`config.mk`:
```
export PLATFORM = sky130hd
export DESIGN_NAME = ad9866_spi_responder_flat
export DESIGN_NICKNAME = d
export VERILOG_FILES = /design/src/rtl/ad9866_spi_responder_if.sv /design/src/rtl/ad9866_spi_responder.sv /design/src/flat_wrapper.sv
export SDC_FILE = /design/constraint.sdc
export NUM_CORES = 1
export LEC_CHECK = 0
export BUFFER_PORTS_ARGS = -buffer_cell sky130_fd_sc_hd__buf_4
export CAP_MARGIN = 15
export CORE_ASPECT_RATIO = 0.9
export CORE_UTILIZATION = 60
export DETAILED_ROUTE_END_ITERATION = 8
export PLACE_DENSITY = 0.78
export SLEW_MARGIN = 25
export SYNTH_ARGS = -nofsm -noshare
export SYNTH_HDL_FRONTEND = slang
export SYNTH_SLANG_ARGS = --single-unit
export TNS_END_PERCENT = 20
```
`constraint.sdc`:
```
create_clock -name clk -period 8.92 [get_ports clk]
set_input_delay 1.784 -clock clk [delete_from_list [all_inputs] [get_ports clk]]
set_output_delay 1.784 -clock clk [all_outputs]
set_load 0.03 [all_outputs]
```
`src/rtl/ad9866_spi_responder_if.sv`:
```
// Purpose : groups the AD9866 SPI link pins and the host-side register/event outputs of the responder.
// Ports   : sclk/sen_n/sdio into the responder, sdo/sdo_oe back out, and write events, gain registers and frame_err toward the host.
// Modports: slave = the responder (codec side), master = whoever drives the SPI link and observes the host outputs.
interface ad9866_spi_responder_if;
    logic       sclk;
    logic       sen_n;
    logic       sdio;
    logic       sdo;
    logic       sdo_oe;
    logic       wr_strobe;
    logic [4:0] wr_addr;
    logic [7:0] wr_data;
    logic [7:0] rx_gain_reg;
    logic [7:0] tx_gain_reg;
    logic       frame_err;

    modport slave (
        input  sclk, sen_n, sdio,
        output sdo, sdo_oe, wr_strobe, wr_addr, wr_data,
               rx_gain_reg, tx_gain_reg, frame_err
    );

    modport master (
        output sclk, sen_n, sdio,
        input  sdo, sdo_oe, wr_strobe, wr_addr, wr_data,
               rx_gain_reg, tx_gain_reg, frame_err
    );
endinterface

```
`src/rtl/ad9866_spi_responder.sv`:
```
// Purpose : AD9866-style 16-bit SPI configuration responder (R/W, 2-bit width, 5-bit addr, 8-bit data, MSB first) with a 32x8 register image.
// Latency : a write commits (wr_strobe, register image, gain outputs) SYNC_STAGES+1 clk after the physical 16th sclk rise.
// Backpressure: none; the SPI master owns timing and clk must run at least 8x sclk.
// Ports   : clk, reset (async, active-high); bus.slave carries sclk/sen_n/sdio in, sdo/sdo_oe out,
//           wr_strobe/wr_addr/wr_data write events, rx_gain_reg (reg 0x09), tx_gain_reg (reg 0x0a), frame_err.
module ad9866_spi_responder #(
    parameter int NREGS       = 20,
    parameter int SYNC_STAGES = 2
) (
    input  logic                        clk,
    input  logic                        reset,
    ad9866_spi_responder_if.slave       bus
);

    typedef enum logic [1:0] {
        ST_IDLE  = 2'd0,
        ST_INSTR = 2'd1,
        ST_DATA  = 2'd2,
        ST_WAIT  = 2'd3
    } state_t;

    localparam logic [5:0] NREGS_L = 6'(NREGS);

    // ---------------------------------------------------------------
    // Input synchronizers; sdio is taken from the same stage as sclk so
    // the sampled data bit lines up with the detected rising edge.
    // ---------------------------------------------------------------
    logic [SYNC_STAGES-1:0] sclk_sync_q;
    logic [SYNC_STAGES-1:0] sen_sync_q;
    logic [SYNC_STAGES-1:0] sdio_sync_q;
    logic                   sclk_prev_q;
    logic                   sen_prev_q;

    always_ff @(posedge clk or posedge reset) begin
        if (reset) begin
            sclk_sync_q <= '0;
            sen_sync_q  <= '1;   // idle-high so reset release cannot fake a frame start
            sdio_sync_q <= '0;
            sclk_prev_q <= 1'b0;
            sen_prev_q  <= 1'b1;
        end else begin
            sclk_sync_q <= {sclk_sync_q[SYNC_STAGES-2:0], bus.sclk};
            sen_sync_q  <= {sen_sync_q[SYNC_STAGES-2:0],  bus.sen_n};
            sdio_sync_q <= {sdio_sync_q[SYNC_STAGES-2:0], bus.sdio};
            sclk_prev_q <= sclk_sync_q[SYNC_STAGES-1];
            sen_prev_q  <= sen_sync_q[SYNC_STAGES-1];
        end
    end

    logic sclk_s, sen_s, sdio_s;
    logic sclk_rise, sclk_fall, sen_rise, sen_fall;

    assign sclk_s    = sclk_sync_q[SYNC_STAGES-1];
    assign sen_s     = sen_sync_q[SYNC_STAGES-1];
    assign sdio_s    = sdio_sync_q[SYNC_STAGES-1];
    assign sclk_rise =  sclk_s & ~sclk_prev_q;
    assign sclk_fall = ~sclk_s &  sclk_prev_q;
    assign sen_rise  =  sen_s  & ~sen_prev_q;
    assign sen_fall  = ~sen_s  &  sen_prev_q;

    // ---------------------------------------------------------------
    // Frame state
    // ---------------------------------------------------------------
    state_t      state_q,     state_d;
    logic [4:0]  cnt_q,       cnt_d;
    logic [6:0]  shift_q,     shift_d;     // 7 held bits + incoming bit form each byte
    logic        rw_q,        rw_d;
    logic [4:0]  addr_q,      addr_d;
    logic [7:0]  rd_q,        rd_d;        // read byte, shifted out MSB first
    logic        sdo_q,       sdo_d;
    logic        sdo_oe_q,    sdo_oe_d;
    logic        wr_strobe_q, wr_strobe_d;
    logic [4:0]  wr_addr_q,   wr_addr_d;
    logic [7:0]  wr_data_q,   wr_data_d;
    logic        frame_err_q, frame_err_d;
    logic [7:0]  regs_q [32];

    logic [7:0]  shift_nxt;
    logic [7:0]  lookup_dat;
    logic        frame_done;

    assign shift_nxt = {shift_q, sdio_s};

    // Read data is fetched at the instruction boundary; unimplemented addresses read as zero.
    always_comb begin
        lookup_dat = 8'h00;
        if ({1'b0, shift_nxt[4:0]} < NREGS_L) begin
            lookup_dat = regs_q[shift_nxt[4:0]];
        end
    end

    always_comb begin
        state_d     = state_q;
        cnt_d       = cnt_q;
        shift_d     = shift_q;
        rw_d        = rw_q;
        addr_d      = addr_q;
        rd_d        = rd_q;
        sdo_d       = sdo_q;
        sdo_oe_d    = sdo_oe_q;
        wr_strobe_d = 1'b0;
        wr_addr_d   = wr_addr_q;
        wr_data_d   = wr_data_q;
        frame_err_d = 1'b0;
        frame_done  = 1'b0;

        case (state_q)
            ST_IDLE: begin
                sdo_oe_d = 1'b0;
                sdo_d    = 1'b0;
                if (sen_fall) begin
                    state_d = ST_INSTR;
                    cnt_d   = 5'd0;
                    shift_d = '0;
                end
            end

            ST_INSTR: begin
                if (sclk_rise) begin
                    shift_d = shift_nxt[6:0];
                    cnt_d   = cnt_q + 5'd1;
                    if (cnt_q == 5'd7) begin
                        // Width bits (14:13) are deliberately dropped.
                        rw_d    = shift_nxt[7];
                        addr_d  = shift_nxt[4:0];
                        rd_d    = lookup_dat;
                        state_d = ST_DATA;
                    end
                end
                if (sen_rise) begin
                    state_d     = ST_IDLE;
                    frame_err_d = 1'b1;
                    sdo_d       = 1'b0;
                    sdo_oe_d    = 1'b0;
                end
            end

            ST_DATA: begin
                if (sclk_rise) begin
                    shift_d = shift_nxt[6:0];
                    cnt_d   = cnt_q + 5'd1;
                    if (cnt_q == 5'd15) begin
                        state_d    = ST_WAIT;
                        frame_done = 1'b1;
                        if (!rw_q && ({1'b0, addr_q} < NREGS_L)) begin
                            wr_strobe_d = 1'b1;
                            wr_addr_d   = addr_q;
                            wr_data_d   = shift_nxt;
                        end
                    end
                end
                // Every fall in the data phase presents the next read bit,
                // the first one turning the driver on.
                if (sclk_fall && rw_q) begin
                    sdo_d    = rd_q[7];
                    rd_d     = {rd_q[6:0], 1'b0};
                    sdo_oe_d = 1'b1;
                end
                if (sen_rise) begin
                    state_d  = ST_IDLE;
                    sdo_d    = 1'b0;
                    sdo_oe_d = 1'b0;
                    // A rise landing with the 16th sclk edge still completes the frame.
                    frame_err_d = ~frame_done;
                end
            end

            ST_WAIT: begin
                if (sen_rise) begin
                    state_d  = ST_IDLE;
                    sdo_d    = 1'b0;
                    sdo_oe_d = 1'b0;
                end
            end

            default: state_d = ST_IDLE;
        endcase
    end

    always_ff @(posedge clk or posedge reset) begin
        if (reset) begin
            state_q     <= ST_IDLE;
            cnt_q       <= '0;
            shift_q     <= '0;
            rw_q        <= 1'b0;
            addr_q      <= '0;
            rd_q        <= '0;
            sdo_q       <= 1'b0;
            sdo_oe_q    <= 1'b0;
            wr_strobe_q <= 1'b0;
            wr_addr_q   <= '0;
            wr_data_q   <= '0;
            frame_err_q <= 1'b0;
            for (int i = 0; i < 32; i++) begin
                regs_q[i] <= 8'h00;
            end
        end else begin
            state_q     <= state_d;
            cnt_q       <= cnt_d;
            shift_q     <= shift_d;
            rw_q        <= rw_d;
            addr_q      <= addr_d;
            rd_q        <= rd_d;
            sdo_q       <= sdo_d;
            sdo_oe_q    <= sdo_oe_d;
            wr_strobe_q <= wr_strobe_d;
            wr_addr_q   <= wr_addr_d;
            wr_data_q   <= wr_data_d;
            frame_err_q <= frame_err_d;
            // Image updates on the same edge as wr_strobe so the gain outputs track it.
            if (wr_strobe_d) begin
                regs_q[wr_addr_d] <= wr_data_d;
            end
        end
    end

    assign bus.sdo         = sdo_q;
    assign bus.sdo_oe      = sdo_oe_q;
    assign bus.wr_strobe   = wr_strobe_q;
    assign bus.wr_addr     = wr_addr_q;
    assign bus.wr_data     = wr_data_q;
    assign bus.frame_err   = frame_err_q;
    assign bus.rx_gain_reg = regs_q[9];
    assign bus.tx_gain_reg = regs_q[10];

endmodule

```
`src/flat_wrapper.sv`:
```
// flat-port wrapper written by rule: the top's interface ports become plain ports
module ad9866_spi_responder_flat 
#(
    parameter int NREGS       = 20,
    parameter int SYNC_STAGES = 2
)
  (clk, reset, bus_sclk, bus_sen_n, bus_sdio, bus_sdo, bus_sdo_oe, bus_wr_strobe, bus_wr_addr, bus_wr_data, bus_rx_gain_reg, bus_tx_gain_reg, bus_frame_err);
  ad9866_spi_responder_if bus_i ();
  input  logic clk;
  input  logic reset;
  input wire logic [$bits(bus_i.sclk)-1:0] bus_sclk;
  input wire logic [$bits(bus_i.sen_n)-1:0] bus_sen_n;
  input wire logic [$bits(bus_i.sdio)-1:0] bus_sdio;
  output wire logic [$bits(bus_i.sdo)-1:0] bus_sdo;
  output wire logic [$bits(bus_i.sdo_oe)-1:0] bus_sdo_oe;
  output wire logic [$bits(bus_i.wr_strobe)-1:0] bus_wr_strobe;
  output wire logic [$bits(bus_i.wr_addr)-1:0] bus_wr_addr;
  output wire logic [$bits(bus_i.wr_data)-1:0] bus_wr_data;
  output wire logic [$bits(bus_i.rx_gain_reg)-1:0] bus_rx_gain_reg;
  output wire logic [$bits(bus_i.tx_gain_reg)-1:0] bus_tx_gain_reg;
  output wire logic [$bits(bus_i.frame_err)-1:0] bus_frame_err;
  assign bus_i.sclk = bus_sclk;
  assign bus_i.sen_n = bus_sen_n;
  assign bus_i.sdio = bus_sdio;
  assign bus_sdo = bus_i.sdo;
  assign bus_sdo_oe = bus_i.sdo_oe;
  assign bus_wr_strobe = bus_i.wr_strobe;
  assign bus_wr_addr = bus_i.wr_addr;
  assign bus_wr_data = bus_i.wr_data;
  assign bus_rx_gain_reg = bus_i.rx_gain_reg;
  assign bus_tx_gain_reg = bus_i.tx_gain_reg;
  assign bus_frame_err = bus_i.frame_err;
  ad9866_spi_responder #(.NREGS(NREGS), .SYNC_STAGES(SYNC_STAGES)) u_core (.clk(clk), .reset(reset), .bus(bus_i));
endmodule
```
==> summary.txt, run 1 <==
Run status
  • Status: finished, final reports clean

Clock network
  • CTS buffer count: 22
  • CTS tree: built
  • Clock-pin slew on the worst setup and hold paths: 0.06 ns
  • Post-CTS setup buffer count: 0
  • Maximum clock path buffer count: 3
  • CTS sink cnt: 213
  • H-tree levels: 1
  • Root buf cell: clkbuf_16
  • Skew-Pair Late Insertion Delay: 0.50 ns
  • Post-CTS Hold Fix Bufs: 0
  • Post-CTS sizing: 0

Critical path
  • Required @ worst endpoint: 9.27 ns
  • Critical Path Sink Type: flop
  • Worst setup path class: flop to flop
  • Worst setup SP type: flop
  • Worst EP arrival: 4.16 ns
  • Critical path fanouts, max: 17

Yosys
  • Warnings, synthesis: 0
  • Post-synth net total: 971
  • Synth area leaders: dfrtp_1 (54%), mux2i_1 (7.3%), nand2_1 (6.7%)
  • Post-synth EDFFs: 0
  • Main flop type after synthesis: dfrtp_1
  • FF+latch count, synth: 213
  • Syn Inst Count: 959
  • Syn avg cell area: 10.1 sq um
  • FFs w/ async S/R, synth: 100%
  • Post-synthesis sequential area ratio: 55.2%
  • Area leader, netlist: dfrtp_1
  • Netlist Area Pre-Place: 9660 sq um
  • Post-synthesis cell type count: 46
  • Top cell type's share of synthesized area: 54.4%

STA
  • Final setup vio count: 0
  • Minimum clock period: 3.81 ns
  • Worst slew pin tran: 1.00 ns
  • Clock Skew: 0.00768 ns
  • Fin. Hold Viols: 0
  • Setup TNS: 0 ns
  • Fmax: 263 MHz
  • Max Slew Vio Count: 0
  • Fin crit share: 42.7%
  • RSZ-0062 raised after global routing: false
  • Relative slew slack: 33.1%

Routing
  • DRT iter0 DRCs: 607
  • # DRC: 0
  • Router iterations before antenna repair: 6
  • Antenna-violating nets left: 0
  • DR vias: 6,939
  • Post-Route WL: 22,500 microns
  • Detail-routed via count per cell: 6.02
  • WL per Instance: 19.5 microns

Floorplan
  • Initial Utilization: 62.1%
  • Die Width: 136 microns
  • IO Count: 38
  • Cell row count: 43
  • Core area: 15,500 sq um
  • Die area: 16,600 sq um
  • Overall die height: 122 microns

Hold path
  • Worst Hold Class: flop to flop

Power and ir drop
  • PwrDens: 219 nW/um^2
  • Combinational cell fraction of total power: 16.6%
  • Leak: 4.81 nW
  • Switching Fraction: 29.0%
  • Clk pwr share: 38.2%
  • Sequential share of power: 45.2%
  • Maximum vdd drop: 0.153 mV
  • Internal: 0.00164 W
  • Net Sw Power: 0.000666 W

Cells and area
  • Most flops, register: u_core.regs_q
  • Core Util, Final: 67.7%
  • Max FFs per register: 144
  • Design area: 10,500 sq um
  • Fraction of layout cells with a size suffix above 1: 12.2%
  • Synthesis-to-layout area growth: 9.07%
  • Most frequent cells in the layout: dfrtp_1 (209), nand2_1 (172), o21ai_1 (86)
  • Fin nets: 948
  • Most common cell after layout, fill and taps aside: dfrtp_1

GRT
  • Initial antenna violation count: 2
  • First-pass GRT wire length: 35,700 microns
  • Largest net degree at the start of global routing: 132
  • Total track usage: 28.4%
  • Overflow after GRT: 0
  • Vias in the first global route: 6,578

Placement
  • Port Buffers: 37
  • Post-DP HPWL: 14,300 microns
  • Routability congestion estimate: 0.836
  • Placed Area: 9830 sq um

Flow run
  • Number of max-cap violations: 0
## Yosys cell counts (7+ instances only)
cell / n
nand2_1: 172
clkbuf_1: 37
buf_4: 24
a22oi_1: 17
nand3_1: 19
mux4_2: 8
a31oi_1: 8
ha_1: 7
o22ai_1: 7
o21ai_0: 55
a21oi_1: 71
nor3_1: 7
nand4b_1: 10
nor2_1: 48
mux2_2: 10
buf_2: 25
dfrtp_1: 210
mux2i_1: 70
inv_1: 13
and2_1: 8
o21ai_1: 86
## path summary, 6_finish.rpt
kind / from / to / slack [ns] / depth (start not counted)
setup / recovery: u_core.state_q[0]$_DFFE_PP0P_ / u_core.regs_q[120]$_DFFE_PP0P_ / 5.11 / 8
hold / removal: u_core.sen_sync_q[0]$_DFF_PP1_ / u_core.sen_sync_q[1]$_DFF_PP1_ / 0.36 / 0
setup reg to reg: u_core.state_q[0]$_DFFE_PP0P_ / u_core.regs_q[120]$_DFFE_PP0P_ / 5.11 / 8
hold reg to reg: u_core.sen_sync_q[0]$_DFF_PP1_ / u_core.sen_sync_q[1]$_DFF_PP1_ / 0.36 / 0
max in group asynchronous: reset / u_core.sdio_sync_q[1]$_DFF_PP0_ / 6.11 / 3
min in group asynchronous: reset / u_core.regs_q[184]$_DFFE_PP0P_ / 1.49 / 2
## metrics by stage
step / setup slack, ns / power [W] / cells / hold slack, ns
6_report: 5.11 / 0.00230 / 1153 / 0.356
5_1_grt: 4.89 / 0.00239 / 1152 / 0.364
4_1_cts: 5.14 / 0.00230 / 1152 / 0.356
3_5_place_dp: 5.12 / 0.00143 / 1114 / 0.347
3_3_place_gp: 5.13 / 0.00142 / 1114 / 0.338
2_1_floorplan: 1.32 / 0.00131 / 959 / 0.331
## per-layer routing
metal | wire, microns | GRT usage, % | up-vias
met5 | 12 | 0 | -
met4 | 656 | 10.4 | 2
met3 | 1620 | 6.24 | 48
met2 | 9960 | 41.3 | 232
met1 | 10200 | 42.1 | 3385
li1 | - | - | 3272
## power by group through the flow
stage	Sequential, W	Combinational [W]	Clock (W)
2_1_floorplan	0.00103	0.000281	0
3_3_place_gp	0.00106	0.000364	0
3_5_place_dp	0.00106	0.000368	0
4_1_cts	0.00104	0.000372	0.000887
5_1_grt	0.00105	0.000414	0.000927
6_report	0.00104	0.000382	0.000879
## cell type report
type	count	area (sq um)
diodes	1	2.50
well taps	202	253
clock buffers	36	684
flip-flops and latches	213	5340
multi-input cells	639	3830
inverters	14	60.1
repair buffers	46	349
clock inverters	2	10.0
fillers	1144	5020
## critical path, stage by stage (launching register included)
cell and delay [ns]:
dfrtp_1 0.41, inv_1 0.11, ha_1 0.55, nand4b_4 0.21
nor2_4 0.31, and2_1 0.85, mux2i_2 0.76, buf_4 0.32
o21ai_0 0.12
## cells by family after synthesis
kind of cell             share of synthesized area, %
AO/OA/AOI/OAI                                    13.9
flip-flops                                       55.2
multiplexers                                     10.7
adder cells (fa/ha/maj)                         0.907
AND/OR/NAND/NOR                                  13.6
buffers and inverters                            5.60
Power figures use the tool's default switching activity.
==> inputs of run 2 (changes only) <==
ABC_AREA = 1   (was not set)
CORE_UTILIZATION = 55   (was 60)
PLACE_DENSITY = 0.75   (was 0.78)
clock period = 3.3 ns   (was 8.92 ns; I/O delays follow)
==> summary.txt, run 2 <==
Yosys
  • Syn avg cell area: 7.54 sq um
  • Syn Inst Count: 1,460
  • Synth area leaders: dfrtp_1 (48%), nand2_1 (20%), nand4_1 (9.2%)
  • Area leader, netlist: dfrtp_1
  • Post-synthesis sequential area ratio: 48.4%
  • Synth Area in Adders: 0.795%
  • Post-synth EDFFs: 0
  • Mux contribution to synthesized area: 0.193%
  • Simple logic cell fraction of the synthesized area: 37.0%
  • Post-synth net total: 1,472
  • Post-synthesis xor/xnor area fraction: 0%
  • Count leader, synth: nand2_1
  • Synth Area in Compound Gates: 3.28%
  • Warnings, synthesis: 0
  • Post-synthesis cell type count: 31
  • Main flop type after synthesis: dfrtp_1
  • Synth top cells by count: nand2_1 (586), dfrtp_1 (210), nand4_1 (162)
  • Largest family of logic cells by synthesized area: simple AND/OR/NAND/NOR gates
  • Top cell type's share of synthesized area: 47.7%
  • FF+latch count, synth: 213
  • Netlist Area Pre-Place: 11,000 sq um
  • FFs w/ async S/R, synth: 100%

STA
  • Fin crit share: 95.3%
  • Final setup vio count: 0
  • Worst slew pin tran: 0.933 ns
  • Relative slew slack: 37.8%
  • RSZ-0062 raised after global routing: true
  • Clock Skew: 0.00974 ns
  • Fin. Hold Viols: 0
  • Fmax: 318 MHz
  • Minimum clock period: 3.14 ns
  • Setup TNS: 0 ns
  • Max Slew Vio Count: 0
  • Final hold slack: 0.259 ns

Run status
  • Status: finished, final reports clean

Routing
  • DRT iter0 DRCs: 1,227
  • Post-Route WL: 30,600 microns
  • WL per Instance: 17.9 microns
  • DR vias: 10,100
  • # DRC: 0
  • Antenna-violating nets left: 0
  • Router iterations before antenna repair: 5
  • Detail-routed via count per cell: 5.90

Cells and area
  • Ant diodes: 0
  • Fin nets: 1,456
  • Synthesis-to-layout area growth: 11.0%
  • Most frequent cells in the layout: nand2_1 (586), dfrtp_1 (209), nand4_1 (162)
  • Most flops, register: u_core.regs_q
  • Most common cell after layout, fill and taps aside: nand2_1
  • Fraction of layout cells with a size suffix above 1: 10.0%
  • Max FFs per register: 144

Clock network
  • Maximum clock path buffer count: 3
  • Post-CTS sizing: 0
  • H-tree levels: 1
  • Root buf cell: clkbuf_16
  • Post-CTS Hold Fix Bufs: 0
  • CTS buffer count: 23
  • Skew-Pair Late Insertion Delay: 0.51 ns
  • CTS sink cnt: 213
  • Post-CTS setup buffer count: 0
  • CTS tree: built
  • Clock-pin slew on the worst setup and hold paths: 0.06 ns

GRT
  • Vias in the first global route: 9,347
  • Total track usage: 30.7%
  • Overflow after GRT: 0
  • First-pass GRT wire length: 49,500 microns
  • Largest net degree at the start of global routing: 74
  • Initial antenna violation count: 0

Critical path
  • Critical Path Sink Type: flop
  • Max stage delay on crit path: 0.47 ns
  • CP dominant cell by count: nand2_1
  • Cell family with most CP delay: simple AND/OR/NAND/NOR gates
  • Critical Path Start: u_core.cnt_q[0]$_DFFE_PP0P_
  • Reg2Reg Launch Point: u_core.cnt_q[0]$_DFFE_PP0P_
  • Buffers plus inverters on the worst setup path: 1
  • Worst EP arrival: 3.53 ns
  • Crit-path cells: ha_1 -> nand2_1 -> nor2_1 -> ha_1 -> inv_1 -> nor2_2 -> nand3_2 -> nand2_1 -> nand2_1 -> nor2_4 -> nand3_1 -> nand2_1 -> nand2_1
  • Critical path fanouts, max: 17
  • Worst setup SP type: flop
  • Worst setup path class: flop to flop
  • Required @ worst endpoint: 3.69 ns
  • CP max-delay cell: nor2_4

Hold path
  • Worst hold start: bus_sdio
  • Worst Hold Class: primary input to flop

Floorplan
  • Overall die height: 136 microns
  • IO Count: 38
  • Core area: 19,400 sq um
  • Initial Utilization: 56.8%
  • Die Width: 151 microns
  • Cell row count: 48
  • Die area: 20,600 sq um

Power and ir drop
  • Leak: 6.48 nW
  • Maximum vdd drop: 0.400 mV
  • PwrDens: 524 nW/um^2
  • Design Power: 0.00640 W

Placement
  • Post-DP HPWL: 18,800 microns
  • Port Buffers: 37
  • Routability congestion estimate: 0.909

Flow run
  • Number of max-cap violations: 0
run 2: cell types whose count changed after synthesis, sizes merged, moves of 9 or more:
cell,before,now
inv,14,129
mux2,10,1
a21oi,71,5
o21ai,141,42
nand3,19,120
nand4,1,162
a22oi,17,0
nand2,172,586
o22ai,7,17
mux2i,73,1
buf,51,77
nand4b,11,0
run 2: cells by family after synthesis:
| logic type | after synthesis |
|---|---|
| adders and majority gates | 7 |
| AOI/OAI and AO/OA | 66 |
| buffers and inverters | 253 |
| and+or+nand+nor | 919 |
| muxes | 2 |
| DFF | 213 |
run 2: area by class of cell:
type	count	area, sq um
Clock inverter	3	15.0
Timing Repair Buffer	81	758
Fill cell	1688	7170
Tap cell	250	313
Clock buffer	37	688
Inverter	130	497
Multi-Input combinational cell	995	4620
Sequential cell	213	5340
run 2: report_power, final:
part | internal, W | total [W] | switching [W]
Combinational | 0.000343 | 0.00116 | 0.000817
Clock | 0.00142 | 0.00243 | 0.00102
Sequential | 0.00270 | 0.00281 | 0.000108
Total | 0.00446 | 0.00640 | 0.00194
run 2: worst register-to-register path: cells and delay by family, from the launching register on:
family	cells	cell delay [ns]
AND/OR/NAND/NOR	10	2.19
flip-flops	1	0.39
adder cells (fa/ha/maj)	2	0.37
buffers and inverters	1	0.06
run 2: final timing paths:
kind                                                         to  slack (ns)  depth (start not counted)
worst max register to register   u_core.regs_q[243]$_DFFE_PP0P_        0.16                         13
min in group asynchronous        u_core.regs_q[154]$_DFFE_PP0P_        0.33                          2
worst min-delay path            u_core.sdio_sync_q[0]$_DFF_PP0_        0.26                          1
worst min register to register  u_core.sdio_sync_q[1]$_DFF_PP0_        0.35                          0
worst max-delay path             u_core.regs_q[243]$_DFFE_PP0P_        0.16                         13
max in group asynchronous           u_core.sen_prev_q$_DFF_PP1_        2.13                          3
run 2: per-stage QoR:
step	area (sq um)	utilization (%)	worst slack, ns	instances
final	12200	63.0	0.156	1709
after global routing	12200	63.0	-0.0340	1709
after CTS	12200	62.9	0.0934	1708
after detailed placement	11500	59.3	0.144	1668
after global placement	11500	59.3	0.232	1668
after floorplan	11000	-	-0.128	1460
run 2: layer usage:
| metal | wire length (microns) | GRT usage (%) | vias up |
|---|---|---|---|
| met1 | 13300 | 44.6 | 4845 |
| met4 | 922 | 9.50 | 0 |
| met3 | 2600 | 4.50 | 76 |
| met5 | 0 | 0 | - |
| met2 | 13800 | 47.4 | 456 |
| li1 | - | - | 4698 |
==> inputs of run 3 (changes only) <==
CORE_UTILIZATION = 60   (was 55)
PLACE_DENSITY = 0.77   (was 0.75)
clock period = 3.89 ns   (was 3.3 ns; I/O delays follow)
==> summary.txt, run 3 (synthesis results as in run 2) <==
STA
  • Relative slew slack: 36.2%
  • Final setup vio count: 0
  • Minimum clock period: 3.20 ns
  • Setup TNS: 0 ns
  • Fin. Hold Viols: 0
  • Final hold slack: 0.356 ns
  • RSZ-0062 raised after global routing: false
  • Fmax: 312 MHz
  • Fin crit share: 82.3%
  • Worst slew pin tran: 0.954 ns
  • Clock Skew: 0.0111 ns
  • Max Slew Vio Count: 0

GRT
  • Total track usage: 32.7%
  • Vias in the first global route: 9,090
  • Initial antenna violation count: 0
  • Overflow after GRT: 0
  • First-pass GRT wire length: 47,700 microns
  • Largest net degree at the start of global routing: 109

Routing
  • DR vias: 10,000
  • WL per Instance: 17.6 microns
  • DRT iter0 DRCs: 1,113
  • Detail-routed via count per cell: 5.90
  • Router iterations before antenna repair: 6
  • Antenna-violating nets left: 0
  • # DRC: 0
  • Post-Route WL: 29,800 microns

Placement
  • Post-DP HPWL: 18,200 microns
  • Port Buffers: 37
  • DP Cell Count: 1,655
  • Placed Area: 11,400 sq um
  • Routability congestion estimate: 0.887

Critical path
  • Reg2Reg Setup Slack: 0.69 ns
  • Required @ worst endpoint: 4.29 ns
  • Worst-case reg-to-reg path depth: 12
  • Critical path fanouts, max: 18
  • Worst EP arrival: 3.60 ns
  • Reg2Reg Launch Point: u_core.cnt_q[0]$_DFFE_PP0P_
  • Critical Path Start: u_core.cnt_q[0]$_DFFE_PP0P_
  • Worst setup path class: flop to flop
  • Last element of the critical path: u_core.regs_q[106]$_DFFE_PP0P_
  • Reg-to-Reg End: u_core.regs_q[106]$_DFFE_PP0P_
  • Worst setup SP type: flop
  • Critical Path Sink Type: flop

Cells and area
  • Fraction of layout cells with a size suffix above 1: 9.96%
  • Fin cells: 1,696
  • Most frequent cells in the layout: nand2_1 (586), dfrtp_1 (209), nand4_1 (162)
  • Most flops, register: u_core.regs_q
  • Max FFs per register: 144
  • Fin nets: 1,452
  • Ant diodes: 0
  • Most common cell after layout, fill and taps aside: nand2_1
  • Synthesis-to-layout area growth: 10.8%
  • Design area: 12,200 sq um

Clock network
  • Skew-Pair Late Insertion Delay: 0.51 ns
  • H-tree levels: 1
  • CTS buffer count: 23
  • Post-CTS setup buffer count: 0
  • Clock-pin slew on the worst setup and hold paths: 0.06 ns
  • Maximum clock path buffer count: 3
  • CTS tree: built
  • Root buf cell: clkbuf_16
  • Post-CTS sizing: 0
  • Post-CTS Hold Fix Bufs: 0
  • CTS sink cnt: 213

Floorplan
  • Core area: 17,800 sq um
  • Overall die height: 131 microns
  • Initial Utilization: 61.9%
  • Cell row count: 46
  • IO Count: 38
  • Die Width: 145 microns
  • Die area: 18,900 sq um

Hold path
  • Worst hold start: u_core.sclk_sync_q[0]$_DFF_PP0_
  • Worst Hold Class: flop to flop

Flow run
  • Number of max-cap violations: 0

Power and ir drop
  • PwrDens: 469 nW/um^2
  • Design Power: 0.00573 W
  • Leak: 6.51 nW
  • Maximum vdd drop: 0.336 mV

Run status
  • Status: finished, final reports clean
run 3: area by class of cell:
class                      instances  area, sq um
fill                            1454         5580
sequential                       213         5340
multi-input combinational        994         4600
clock buffer                      34          687
timing repair buffer              78          648
inverter                         130          494
tap                              240          300
clock inverter                     7          139
run 3: stage by stage:
step | utilization (%) | setup WS [ns]
2_1_floorplan | - | 0.344
3_3_place_gp | 64.0 | 0.879
3_5_place_dp | 64.0 | 0.824
4_1_cts | 68.6 | 0.767
5_1_grt | 68.6 | 0.467
6_report | 68.6 | 0.689
run 3: power by group:
group	switching, W	leakage (nW)	internal (W)
combinational	0.000676	3.16	0.000278
sequential	0.0000968	2.94	0.00229
clock	0.000903	0.407	0.00148
total	0.00168	6.51	0.00405
run 3: critical path, cell delays in order (launching register included):
cell,delay (ns)
dfrtp_1,0.40
ha_1,0.19
nand2_1,0.09
nor2_1,0.10
ha_1,0.17
inv_1,0.05
nor2_2,0.14
nand3_2,0.18
buf_4,0.25
nor3_4,0.73
nand3_1,0.52
nand2_1,0.18
nand2_1,0.06
run 3: layer usage:
metal  global-route usage [%]  part of all wire, %  vias up
met5                        0                    0        -
met2                     50.7                   44      509
met3                     5.43                  8.7       70
met1                     47.2                   44     4738
met4                     10.4                  2.7        0
li1                         -                    -     4689
run 3: how the worst min path moves through the flow:
stage	endpoint	slack, ns	cells past startpoint
2_1_floorplan	u_core.sclk_sync_q[1]$_DFF_PP0_	0.33	0
3_3_place_gp	u_core.sclk_sync_q[1]$_DFF_PP0_	0.33	0
3_5_place_dp	u_core.sdio_sync_q[1]$_DFF_PP0_	0.34	0
4_1_cts	u_core.sclk_sync_q[1]$_DFF_PP0_	0.36	0
5_1_grt	u_core.sen_sync_q[1]$_DFF_PP1_	0.36	0
6_report	u_core.sclk_sync_q[1]$_DFF_PP0_	0.36	0
